## config.mk

```make
export PLATFORM = sky130hd
export DESIGN_NAME = stat_display
export DESIGN_NICKNAME = d
export VERILOG_FILES = /design/src/rtl/stat_display_pkg.sv /design/src/rtl/bin2bcd_serial.sv /design/src/rtl/stat_display.sv
export SDC_FILE = /design/constraint.sdc
export NUM_CORES = 1
export LEC_CHECK = 0
export CORE_UTILIZATION = 43
export DETAILED_ROUTE_END_ITERATION = 10
export GPL_ROUTABILITY_DRIVEN = 0
export MAX_ROUTING_LAYER = met4
export PLACE_DENSITY_LB_ADDON = 0.2
export SLEW_MARGIN = 0
export SYNTH_ARGS = -nofsm -noshare
export SYNTH_HDL_FRONTEND = slang
export SYNTH_SLANG_ARGS = --single-unit
```

## constraint.sdc

```tcl
create_clock -name clk -period 3.3 [get_ports clk]
set_input_delay 0.495 -clock clk [delete_from_list [all_inputs] [get_ports clk]]
set_output_delay 0.495 -clock clk [all_outputs]
set_load 0.005 [all_outputs]
```

## src/rtl/stat_display_pkg.sv

```systemverilog
// Shared constants for stat_display: select codes, digit count, seven-segment glyphs
// and the serial binary-to-BCD converter's state encoding.
package stat_display_pkg;

  localparam logic [2:0] SEL_TOTAL   = 3'd0;
  localparam logic [2:0] SEL_COND    = 3'd1;
  localparam logic [2:0] SEL_UNCOND  = 3'd2;
  localparam logic [2:0] SEL_COND_OK = 3'd3;

  localparam int unsigned NUM_DIGITS = 8;

  // Active-low g..a patterns, entry 15 first so SEG_GLYPH[n] is the glyph for nibble n.
  localparam logic [15:0][6:0] SEG_GLYPH = {
    7'h0E, 7'h06, 7'h21, 7'h46, 7'h03, 7'h08, 7'h10, 7'h00,
    7'h78, 7'h02, 7'h12, 7'h19, 7'h30, 7'h24, 7'h79, 7'h40
  };

  typedef enum logic [1:0] {
    StIdle,
    StShift,
    StDone
  } bcd_state_e;

  // Double-dabble correction: add 3 to every BCD nibble that is 5 or more.
  function automatic logic [31:0] bcd_adjust(input logic [31:0] v);
    logic [31:0] r;
    r = v;
    for (int i = 0; i < 8; i++) begin
      if (v[4*i +: 4] >= 4'd5) r[4*i +: 4] = v[4*i +: 4] + 4'd3;
    end
    return r;
  endfunction

endpackage

```

## src/rtl/bin2bcd_serial.sv

```systemverilog
// Serial double-dabble converter: 32-bit binary in, low 8 packed BCD digits out
// (value mod 10^8). One shift per cycle; done is high for the single cycle in StDone.
module bin2bcd_serial
  import stat_display_pkg::*;
(
  input  logic        clk,
  input  logic        rst,
  input  logic        start,
  input  logic [31:0] bin,
  output logic        busy,
  output logic        done,
  output logic [31:0] bcd
);

  bcd_state_e  state_q;
  logic [31:0] bin_q;
  logic [31:0] bcd_q;
  logic [4:0]  cnt_q;
  logic [31:0] bcd_adj;

  // Digits above the eighth fall off the top; carries only move upward, so the low
  // eight digits stay exact.
  always_comb bcd_adj = bcd_adjust(bcd_q);

  always_ff @(posedge clk or negedge rst) begin
    if (!rst) begin
      state_q <= StIdle;
      bin_q   <= '0;
      bcd_q   <= '0;
      cnt_q   <= '0;
    end else begin
      unique case (state_q)
        StIdle: begin
          if (start) begin
            bin_q   <= bin;
            bcd_q   <= '0;
            cnt_q   <= '0;
            state_q <= StShift;
          end
        end
        StShift: begin
          {bcd_q, bin_q} <= {bcd_adj, bin_q} << 1;
          cnt_q          <= cnt_q + 5'd1;
          if (cnt_q == 5'd31) state_q <= StDone;
        end
        StDone:  state_q <= StIdle;
        default: state_q <= StIdle;
      endcase
    end
  end

  assign busy = (state_q != StIdle);
  assign done = (state_q == StDone);
  assign bcd  = bcd_q;

endmodule

```

## src/rtl/stat_display.sv

```systemverilog
// Scans a frame-consistent snapshot of one CPU statistics counter onto an 8-digit
// active-low seven-segment display. Define STAT_DISPLAY_BCD_EN to show decimal.
module stat_display
  import stat_display_pkg::*;
#(
  parameter int unsigned SCAN_DIV = 100000
) (
  input  logic        clk,
  input  logic        rst,
  input  logic [2:0]  sel,
  input  logic        freeze,
  input  logic [31:0] total,
  input  logic [31:0] conditional,
  input  logic [31:0] unconditional,
  input  logic [31:0] conditional_success,
  output logic [7:0]  an,
  output logic [7:0]  seg,
  output logic [31:0] shown_value
);

  localparam int unsigned DivW = (SCAN_DIV > 1) ? $clog2(SCAN_DIV) : 1;

  logic [DivW-1:0]       div_q;
  logic [2:0]            idx_q;
  logic [31:0]           snapshot_q, snapshot_d;
  logic [NUM_DIGITS-1:0] an_q;
  logic [7:0]            seg_q;
  logic                  tick, frame_end;
  logic [31:0]           selected;
  logic [3:0]            nibble;
  logic                  dp_n;

  assign tick      = (div_q == DivW'(SCAN_DIV - 1));
  assign frame_end = tick && (idx_q == 3'd7);

  always_comb begin
    selected = '0;
    case (sel)
      SEL_TOTAL:   selected = total;
      SEL_COND:    selected = conditional;
      SEL_UNCOND:  selected = unconditional;
      SEL_COND_OK: selected = conditional_success;
      default:     selected = '0;
    endcase
  end

`ifdef STAT_DISPLAY_BCD_EN
  logic        conv_busy, conv_done;
  logic [31:0] conv_bcd;

  bin2bcd_serial u_bin2bcd (
    .clk   (clk),
    .rst   (rst),
    .start (frame_end && !freeze && !conv_busy),
    .bin   (selected),
    .busy  (conv_busy),
    .done  (conv_done),
    .bcd   (conv_bcd)
  );

  always_comb begin
    snapshot_d = snapshot_q;
    if (conv_done) snapshot_d = conv_bcd;
  end
`else
  always_comb begin
    snapshot_d = snapshot_q;
    if (frame_end && !freeze) snapshot_d = selected;
  end
`endif

  assign nibble = snapshot_q[{idx_q, 2'b00} +: 4];
  // Decimal point marks the digit whose position equals the active select code.
  assign dp_n   = !((sel < 3'd4) && (idx_q == {1'b0, sel[1:0]}));

  always_ff @(posedge clk or negedge rst) begin
    if (!rst) begin
      div_q      <= '0;
      idx_q      <= '0;
      snapshot_q <= '0;
      an_q       <= '1;
      seg_q      <= '1;
    end else begin
      div_q      <= tick ? '0 : div_q + DivW'(1);
      idx_q      <= tick ? idx_q + 3'd1 : idx_q;
      snapshot_q <= snapshot_d;
      an_q       <= ~(8'b1 << idx_q);
      seg_q      <= {dp_n, SEG_GLYPH[nibble]};
    end
  end

  assign an          = an_q;
  assign seg         = seg_q;
  assign shown_value = snapshot_q;

endmodule

```

## Word level (Yosys, flattened, before mapping)

Memory sizes are Yosys's and may differ from the RTL's. A register that Yosys moved wholly into a read port is not among the register bits.
Index checks and enable logic that the tools add are counted.

| storage, ports and cells | value |
|---|---|
| memory bits (read-only) | 112 |
| bits of input ports | 134 |
| logic and storage cells | 29 |
| output and inout port bits | 48 |
| register bits | 68 |
| memories kept | 1 |

| operators by class | value |
|---|---|
| shift-type cells | 2 |
| multiplexer cells | 3 |
| add/subtract/negate cells | 2 |
| bitwise logic cells | 1 |
| reductions and logical operators | 7 |
| $lt $le $gt $ge | 2 |
| eq/ne operators | 6 |

Memory list:

| memory | words | bits a word | rd ports | clocked after memory_dff | wr ports | line | source |
|---|---|---|---|---|---|---|---|
| (no name shown) | 16 | 7 | 1 | 1 | 0 | stat_display.sv:88 | `seg_q <= {dp_n, SEG_GLYPH[nibble]};` |

Operators by type and width:

| cell | number |
|---|---|
| one-hot mux 32 bit (4 select lines) | 1 |
| indexed part select 32 x 6 -> 4 bit | 1 |
| adder 17 x 1 -> 17 bit, second input constant | 1 |
| equality test 17 bit, second input constant | 1 |
| two-way mux 17 bit | 1 |
| inverter 8 bit | 1 |
| left shift 1 x 3 -> 8 bit, first input constant | 1 |
| two-way mux 7 bit | 1 |
| equality test 3 x 2 -> 1 bit, second input constant | 2 |
| less-than comparator 4 x 5 -> 1 bit, second input constant | 1 |
| adder 3 x 1 -> 3 bit, second input constant | 1 |
| equality test 3 x 1 -> 1 bit, second input constant | 1 |
| equality test 3 x 2 -> 1 bit | 1 |
| equality test 3 bit, second input constant | 1 |
| logical AND 1 bit | 3 |
| zero test 1 bit | 3 |
| zero test 3 bit | 1 |
| less-than comparator 3 bit, second input constant | 1 |

## Longest topological paths before layout

| depth | value |
|---|---|
| depth in word-level cells | 3 |
| depth in mapped cells | 8 |

## Least setup slack after synthesis

OpenSTA, ideal clock, no wires.

| timing | value |
|---|---|
| path kind | register to register |
| start point | register div_q[12] |
| end point | register snapshot_q[16], in the netlist shown_value[16] |
| slack | 945 ps |
| cell stages (with the launch flop) | 6 |
| period minus slack after synthesis | 2355 ps |
| data arrival time | 2231 ps |
| buffers on the path | 1 |
| cell sequence | dfrtp_1 > or4b_1 > or4_4 > nor4_4 > buf_6 > mux2_2 |

| on the way | value |
|---|---|
| longest elaborated chain between the ends | 3 |

RTL lines:

| what | line | source |
|---|---|---|
| start: declaration | stat_display.sv:23 | `logic [DivW-1:0] div_q;` |
| start signal: assignment | stat_display.sv:84 | `div_q <= tick ? '0 : div_q + DivW'(1);` |
| equality test 17 bit | stat_display.sv:33 | `assign tick = (div_q == DivW'(SCAN_DIV - 1));` |
| logical AND 1 bit | stat_display.sv:34 | `assign frame_end = tick && (idx_q == 3'd7);` |
| logical AND 1 bit | stat_display.sv:68 | `if (frame_end && !freeze) snapshot_d = selected;` |
| end signal: assignment | stat_display.sv:86 | `snapshot_q <= snapshot_d;` |
| end: declaration | stat_display.sv:25 | `logic [31:0] snapshot_q, snapshot_d;` |

No other way between the ends.
A chain may end at the register's enable or synchronous reset.

## Final worst setup path

| timing | value |
|---|---|
| start point | register idx_q[0] |
| end point | register seg_q[4], in the netlist seg[4] |

| on the way | value |
|---|---|
| longest elaborated chain between the ends | 1 |

RTL lines:

| what | line | source |
|---|---|---|
| start: declaration | stat_display.sv:24 | `logic [2:0] idx_q;` |
| start signal: assignment | stat_display.sv:85 | `idx_q <= tick ? idx_q + 3'd1 : idx_q;` |
| indexed part select 32 x 6 -> 4 bit | stat_display.sv:72 | `assign nibble = snapshot_q[{idx_q, 2'b00} +: 4];` |
| end: declaration | stat_display.sv:27 | `logic [7:0] seg_q;` |

No other way between the ends.

==> results.toml <==
[clocking]
ctsHoldBuffers = 0
htree_levels = 3
post-cts-setup-buffers = 0
numCtsBuffers = 9
cts_resized = 0
clkTransAtPathRegs_ns = 0.08
root_buffer = "clkbuf_8"
clk_latency_ns = 0.33
clock_tree.buffer_depth = 2
cts.sinks = 68
cts_tree = "done"

[route]
viasPerCell = 5.24
finalWirelength_mm = 10.8
firstDrtPassIters = 4
drt_iter0_drc = 138
vias = 3255
drc = 0
wl_per_cell_um = 17.4
antenna_left = 0

[timing]
setup_violations = 0
fmax_ghz = 0.369
final.min_clock_period_ns = 2.71
skew_ns = 0.0125
fin_tns_setup_ns = 0
rsz0062_at_grt = "false"
worst_pin_slew_ns = 0.750
max_slew_margin_pct = 50.0
setup_ws_ns = 0.592
slew_viol_final = 0
timing.final.crit_share_pct = 82.1
finalHoldViolations = 0

[flow_run]
drv_cap = 0

[synthesis]
ys_ff_latch = 68
ys_types = 36
synth-async-reset-ratio_pct = 100
netlist.area_leader.share_pct = 31.5
syn-cell-area_mm2 = 0.00413
synth_area_leaders = "dfrtp_1 32%, mux4_2 22%, dfstp_2 10%"
netlist_top_cells_count = "52 x dfrtp_1, 40 x mux4_2, 35 x mux2_2"
ys_seq_area_share_pct = 41.7
syn_avg_cell_area_um2 = 13.5
synth_warnings = 0
synth_nets = 452
yosysTopAreaCell = "dfrtp_1"
yosys.cell_count.top_type = "dfrtp_1"
synth_flop_cell = "dfrtp_1"
syn_inst = 306
synth_edf_count = 0

[place]
port_buffers = 181
pre_cts_slack_ns = 0.610
dp_hpwl_mm = 8.67

[worst_hold_path]
hold_path_class = "in2async"

[critical_path]
cpMaxStageDelayCell = "dfrtp_1"
slowest_delay_ns = 0.75
path_cells = "mux4_2, mux2i_1, inv_1, ha_1, mux2_2, o21ai_0"
worstPathMaxFanout = 12
worstSetupPathType = "reg2reg"
arrival_ns = 2.96
cp_data_required_time_ns = 3.55
startpoint_type = "register"
end_kind = "register"

[finish]
antenna_cells = 0
final_core_util_pct = 67.3
fin_nets = 633
seqCellArea_mm2 = 0.00172
syn_to_final_growth_pct = 51.3
drive_gt1_share_pct = 24.2
multi_input_area_mm2 = 0.00228
fillers = 709

[global_route]
grt_max_degree = 38
antenna_found_initial = 0
grtUsageMet3_pct = 5.57
gr-usage-all-layers_pct = 24.0
met2_usage_pct = 40.5
use_met1_pct = 27.8
gr-total-overflow = 0
grt_pass1_vias = 3576
grt_pass1_wl_mm = 17.6
busiest_layer = "met2"

[floorplanning]
io-pin-count = 182
dieArea_mm2 = 0.0100
start_util_pct = 44.5
dieWidth_um = 100
fp.coreArea_mm2 = 0.00928
rows = 35
die_h_um = 100

[power_and_ir_drop]
power.total_uw = 1940
p_leak_uw = 0.00256
powerDensity_mw_per_mm2 = 311
ir_drop_mv = 0.151

[run_status]
status = "finished clean"
## area by class of cell
type,instances,share of cell area (%)
multi-input combinational,211,36.4
timing repair buffer,188,29.9
sequential,68,27.5
clock buffer,13,2.70
tap,129,2.58
inverter,9,0.541
clock inverter,3,0.320
## placed cells by master, fill, tap and decap left out, types with 2 or more instances in the layout
| cell | n |
|---|---|
| or4b_1 | 2 |
| nor3_1 | 2 |
| buf_4 | 6 |
| dfstp_2 | 16 |
| xor2_1 | 9 |
| mux4_2 | 40 |
| ha_1 | 12 |
| clkbuf_8 | 12 |
| xnor2_1 | 9 |
| buf_2 | 2 |
| mux2i_1 | 10 |
| dfrtp_1 | 52 |
| and3_1 | 2 |
| clkinvlp_4 | 2 |
| or4_1 | 2 |
| clkdlybuf4s50_1 | 179 |
| nor4_1 | 2 |
| inv_1 | 8 |
| nand4_1 | 2 |
| mux2_2 | 35 |
| nand2_1 | 13 |
| nor2_1 | 12 |
| o21ai_0 | 3 |
| nand3_1 | 9 |
| nor2b_1 | 33 |
| and4_1 | 3 |
## metal layers
layer  vias up  wire length [um]
met1      1631              4420
met4         0               197
met5         -                 0
li1       1496                 -
met2       115              5590
met3        13               614
## flip-flops by register name, indices dropped and copies added, names as in the netlist
| signal | flops |
|---|---|
| an | 8 |
| seg | 8 |
| idx_q | 3 |
| shown_value | 32 |
| div_q | 17 |
## path summary, 6_finish.rpt
check                      startpoint               to  slack [ns]  depth (start not counted)
hold / removal                    rst  shown_value[20]        0.23                          1
setup / recovery             idx_q[0]           seg[4]        0.59                          6
min in group clk             div_q[0]         div_q[0]        0.49                          1
hold reg to reg              div_q[0]         div_q[0]        0.49                          1
max in group asynchronous         rst            an[5]        2.10                          2
setup reg to reg             idx_q[0]           seg[4]        0.59                          6
## metrics by stage
stage	hold WS (ns)	std cells	area (um^2)
2_1_floorplan	0.199	306	4130
3_3_place_gp	0.469	605	6060
3_5_place_dp	0.474	605	6060
4_1_cts	0.233	621	6250
5_1_grt	0.270	621	6250
6_report	0.226	621	6250
## worst max-delay path: cells and delay by family (launching register included)
kind,cells,cell delay [ns]
AO/OA/AOI/OAI,1,0.15
buffers and inverters,1,0.15
adder cells (fa/ha/maj),1,0.27
multiplexers,3,1.29
flip-flops,1,0.75
## power breakdown
part	total (uW)	internal, uW	switching [uW]
Sequential	888	867	20.7
Clock	637	334	303
Combinational	419	297	122
## logic make-up (layout without fill, tap and decap cells)
| group | count (synthesis) | after routing | synth area share (%) |
|---|---|---|---|
| and+or+nand+nor | 87 | 87 | 12.3 |
| muxes | 86 | 86 | 34.1 |
| DFF | 68 | 68 | 41.7 |
| buffers and inverters | 27 | 213 | 3.18 |
| xor gates and xnor gates | 18 | 18 | 3.82 |
| adders and majority gates | 12 | 12 | 3.64 |
| AOI/OAI and AO/OA | 8 | 8 | 1.30 |
Note: power is estimated with default switching activity, not from simulation.
